===== src/rtl/updown_counter_pkg.sv =====
// Shared constants, operation encoding and load clamp helper for the up/down counter.
package updown_counter_pkg;

  localparam int CNT_WIDTH         = 4;
  localparam int DEFAULT_MAX_COUNT = 15;

  typedef enum logic [2:0] {
    OP_HOLD,
    OP_LOAD,
    OP_COUNT,
    OP_WRAP_UP,
    OP_WRAP_DOWN,
    OP_FORCE_ZERO
  } count_op_e;

  function automatic logic [CNT_WIDTH-1:0] clamp_load(
    input logic [CNT_WIDTH-1:0] d,
    input logic [CNT_WIDTH-1:0] max_q
  );
    return (d > max_q) ? max_q : d;
  endfunction

endpackage


===== src/rtl/updown_bit_cell.sv =====
// One stored count bit: async clear, then synchronous load, then toggle.
module updown_bit_cell (
  input  logic Clk,
  input  logic nClr,
  input  logic load,
  input  logic load_bit,
  input  logic toggle,
  output logic q
);

  always_ff @(posedge Clk or negedge nClr) begin
    if (!nClr)
      q <= 1'b0;
    else if (load)
      q <= load_bit;
    else if (toggle)
      q <= ~q;
  end

endmodule


===== src/rtl/updown_counter4.sv =====
// Four-bit up/down counter with clamped parallel load, modulo-(MAX_COUNT+1) wrap and sticky wrap flag.
module updown_counter4
  import updown_counter_pkg::*;
#(
  parameter int MAX_COUNT = DEFAULT_MAX_COUNT
) (
  input  logic                 Clk,
  input  logic                 nClr,
  input  logic                 nLoad,
  input  logic                 En,
  input  logic                 Up,
  input  logic [CNT_WIDTH-1:0] D,
  output logic [CNT_WIDTH-1:0] Q,
  output logic                 TC,
  output logic                 Ovf
);

  localparam logic [CNT_WIDTH-1:0] MAX_Q = CNT_WIDTH'(MAX_COUNT);

  count_op_e              op;
  logic                   at_top;
  logic                   at_bottom;
  logic                   over_range;
  logic                   load_en;
  logic [CNT_WIDTH-1:0]   load_val;
  logic [CNT_WIDTH-1:0]   toggle_en;
  logic                   carry;

  always_comb begin
    at_top     = (Q == MAX_Q);
    at_bottom  = (Q == '0);
    over_range = (Q > MAX_Q);
    op         = OP_HOLD;
    if (!nLoad)
      op = OP_LOAD;
    else if (En) begin
      if (over_range)
        op = OP_FORCE_ZERO;
      else if (Up && at_top)
        op = OP_WRAP_UP;
      else if (!Up && at_bottom)
        op = OP_WRAP_DOWN;
      else
        op = OP_COUNT;
    end
  end

  // Wraps and out-of-range recovery reuse the bit cells' load path; only plain counts toggle.
  always_comb begin
    load_en  = (op == OP_LOAD) || (op == OP_WRAP_UP) ||
               (op == OP_WRAP_DOWN) || (op == OP_FORCE_ZERO);
    load_val = '0;
    case (op)
      OP_LOAD:      load_val = clamp_load(D, MAX_Q);
      OP_WRAP_DOWN: load_val = MAX_Q;
      default:      load_val = '0;
    endcase
  end

  // A bit toggles when every lower bit is 1 (counting up) or 0 (counting down).
  always_comb begin
    carry     = 1'b1;
    toggle_en = '0;
    for (int i = 0; i < CNT_WIDTH; i++) begin
      toggle_en[i] = (op == OP_COUNT) && carry;
      carry        = carry && (Up ? Q[i] : ~Q[i]);
    end
  end

  for (genvar g = 0; g < CNT_WIDTH; g++) begin : g_bit
    updown_bit_cell u_cell (
      .Clk      (Clk),
      .nClr     (nClr),
      .load     (load_en),
      .load_bit (load_val[g]),
      .toggle   (toggle_en[g]),
      .q        (Q[g])
    );
  end

  assign TC = En && ((Up && at_top) || (!Up && at_bottom));

  always_ff @(posedge Clk or negedge nClr) begin
    if (!nClr)
      Ovf <= 1'b0;
    else if (op == OP_LOAD)
      Ovf <= 1'b0;
    else if ((op == OP_WRAP_UP) || (op == OP_WRAP_DOWN))
      Ovf <= 1'b1;
  end

endmodule

===== config.mk =====
export PLATFORM = sky130hd
export DESIGN_NAME = updown_counter4
export DESIGN_NICKNAME = d
export VERILOG_FILES = /design/src/rtl/updown_counter_pkg.sv /design/src/rtl/updown_bit_cell.sv /design/src/rtl/updown_counter4.sv
export SDC_FILE = /design/constraint.sdc
export NUM_CORES = 1
export LEC_CHECK = 0
export CORE_AREA = 4 4 41 43
export DETAILED_ROUTE_END_ITERATION = 6
export DIE_AREA = 0 0 45 47
export GPL_TIMING_DRIVEN = 0
export PLACE_DENSITY = 0.62
export SKIP_CTS_REPAIR_TIMING = 1
export SYNTH_ARGS = -nofsm -noshare
export SYNTH_HDL_FRONTEND = slang
export SYNTH_SLANG_ARGS = --single-unit

===== constraint.sdc =====
create_clock -name Clk -period 2.49 [get_ports Clk]
set_input_delay 0.498 -clock Clk [delete_from_list [all_inputs] [get_ports Clk]]
set_output_delay 0.498 -clock Clk [all_outputs]
set_load 0.01 [all_outputs]

==> impl_results.md <==
- Status: finished clean
- Area after DPL: 500.5 um^2
- Crit path launch type: flip-flop
- Int Power: 208.3 uW
- Yosys cell types: 21
- Mux cell area share after synthesis: 0.02847
- Worst-Margin Slew: a little under 400 ps
- Worst R2R Start: g_bit[1].u_cell.q
- Most common cell after layout, fill and taps aside: clkdlybuf4s50_1
- Flops & latches, synth: 5
- Initial Util: 0.2702
- Multi-input gate area: 185.2 um^2
- PD cells: 534.5 nW/um^2
- Layout area overhead: 53.02%
- Layout filler cell count: ~140
- Synth Cell Area: 351.6 um^2
- IO Count: 15
- Total Routing Usage GR: 0.09444
- Final wirelength: 821 um
- Vias in the first global route: 321
- Routed WL per cell: 11.73 um
- R2R depth: 3
- Clk pwr share: 0.332
- Core ar.: approximately 1300 um^2
- Initial antenna violation count: 0
- N_diodes: 0
- Hold WS: 489.4 ps
- Die W: 45 um
- Net switching power: 79.31 uW
- CTS max path bufs: 2
- WP depth: 4
- Share of power burned in registers: 0.369
- Layout Skew: 2.930 ps
- Compound-Gate Fraction of Synth Area: 0.1459
- Peak supply drop: 262.1 uV
- Crit Path Category: flip-flop to output pin
- # H-tree levels: 1
- Crit-path slowest cell: or4_4
- Sw Ratio: 0.2758
- Final period util: 0.8882
- Worst-path clk slew: ~50 ps
- Worst Setup End Kind: output pin
- Port Buffer Count: 13
- Setup-failing EPs final: 0
- End of the worst register-to-register path: g_bit[2].u_cell.q
- RSZ-0062 raised after global routing: false
- Commonest cells after routing, fill and taps aside: clkdlybuf4s50_1 (11), buf_4 (5), a21oi_1 (4)
- Detailed placer's ending HPWL: 608.4 um
- Critical-path cell list: or4_4, mux2i_1, and2_1, dlymetal6s2s_1
- Critical Path RT: 1990 ps
- Yosys warnings: 0
- Initial DRC Count: 1
- Clock Sink Count: 5
- Hold Path Class: primary input to async pin
- Mean Syn Cell Area: 9.252 um^2
- Vias: approximately 320
- Total power: 287.6 uW
- CP max stage delay: around 550 ps
- Pins Over Slew Limit: 0
- Final hold vios: 0
- Largest net degree at the start of global routing: 11
- Number of CTS-inserted buffers: 3
- Slew HR: 0.7400
- Antenna Nets Post-Route: 0
- Vias per cell: between 4 and 5
- Layout cells sized above 1: 0.2182
- Mapped Nets: 47
- Layout Utilization: 0.4135
- Simple-gate share of the synthesized area: 0.2918
- Largest family of logic cells by synthesized area: simple AND/OR/NAND/NOR gates
- Total die area: 2115 um^2
- CP Data Arrival Time: 1710 ps
- GP Congestion: 0.6841
- Sequential area share after synthesis: 0.3559
- CP bufs+invs: 1
- Achievable Freq: 0.4521 GHz
- Register area: 127.6 um^2
- Delay-heaviest family, CP: simple AND/OR/NAND/NOR gates
- Fin nets: 65
- First-pass GRT wire length: 1.366 mm
- CTS tree: built
- Gr ovfl total: 0
- Design area: 538.0 um^2
- Comb pwr share: 0.299
- Post-Synth XOR/XNOR Area: 0.04982
- Cell row count: 13
- Cell count after synthesis: 38
- Min Tclk post-route: approximately 2200 ps
- CP max FO: 7
- Max-Cap Viols: 0
- Adder-Cell Fraction of Synth Area: 0
- TritonRoute pass-1 iters: 2
- Worst-Skew Late Latency: 240 ps
- CTS root buf: clkbuf_4
- Static leakage: 0.0002525 uW
- # DRC: 0
- R2r setup slk: between 1000 and 1500 ps
- Die Ht: 47 um
## power groups by stage
stage | Sequential [uW] | Clock (uW) | Combinational [uW]
floorplan | 103 | 0 | 47.8
detailed placement | 106 | 0 | 86.4
global placement | 105 | 0 | 84.9
finish | 106 | 95.4 | 86.0
global route | 110 | 108 | 94.3
CTS | 105 | 102 | 86.9
## cells by family (layout without fill, tap and decap cells)
kind of cell	count (synthesis)	after routing
AOI/OAI and AO/OA	8	8
xor gates and xnor gates	2	2
buffers and inverters	7	24
DFF	5	5
muxes	1	1
and+or+nand+nor	15	15
## registers in the layout, summed over array words and instances, names as in the netlist
register and flops:
g_bit.u_cell.q 4, Ovf 1
## per-layer routing
metal  GRT usage  routed length (um)  vias to the layer above
li1            -                   -                      170
met1      0.1198                 382                      139
met2      0.1299                 356                       12
met3     0.04598                  82                        0
met4     0.05263                   0                        0
met5           0                   0                        -
## worst max path at each step
stage / startpoint / to / slack [ps]
3_5_place_dp: Up / TC / -350
3_3_place_gp: Up / TC / -340
4_1_cts: Up / TC / -360
2_1_floorplan: g_bit[0].u_cell.q / TC / 680
6_report: g_bit[1].u_cell.q / TC / 280
5_1_grt: g_bit[1].u_cell.q / TC / 180
## synth_stat cells
library cell | instances | area (um^2)
mux2i_1 | 1 | 10.01
nor2_1 | 2 | 7.510
a21oi_1 | 4 | 20.02
nand3_1 | 1 | 5.000
buf_4 | 5 | 37.54
xnor2_1 | 2 | 17.52
and3b_1 | 1 | 8.760
a21o_1 | 1 | 7.510
or4b_4 | 1 | 13.76
or4_1 | 1 | 7.510
and2_1 | 2 | 12.51
nand3b_1 | 2 | 15.01
clkbuf_1 | 1 | 3.750
a31oi_1 | 1 | 6.260
nand2_1 | 1 | 3.750
a211o_1 | 1 | 8.760
a22o_1 | 1 | 8.760
inv_1 | 1 | 3.750
nand4_1 | 3 | 18.77
dfrtp_1 | 5 | 125.1
and4b_1 | 1 | 10.01
## metrics by stage
step                      worst slack [ps]  instances  setup TNS (ps)
final                                278.3         70               0
after CTS                           -364.7         70          -364.7
after detailed placement            -349.9         66          -349.9
after global placement              -340.8         66          -340.8
after floorplan                      675.7         38               0
after global routing                 184.0         70               0
## layout make-up
cell class	count	share of cell area
Buffer	6	0.07674
Clock buffer	4	0.04884
Inverter	1	0.006977
Multi-Input combinational cell	26	0.3442
Sequential cell	5	0.2372
Tap cell	15	0.03488
Timing Repair Buffer	13	0.2512
No activity file was read; power rests on OpenSTA's default activity.
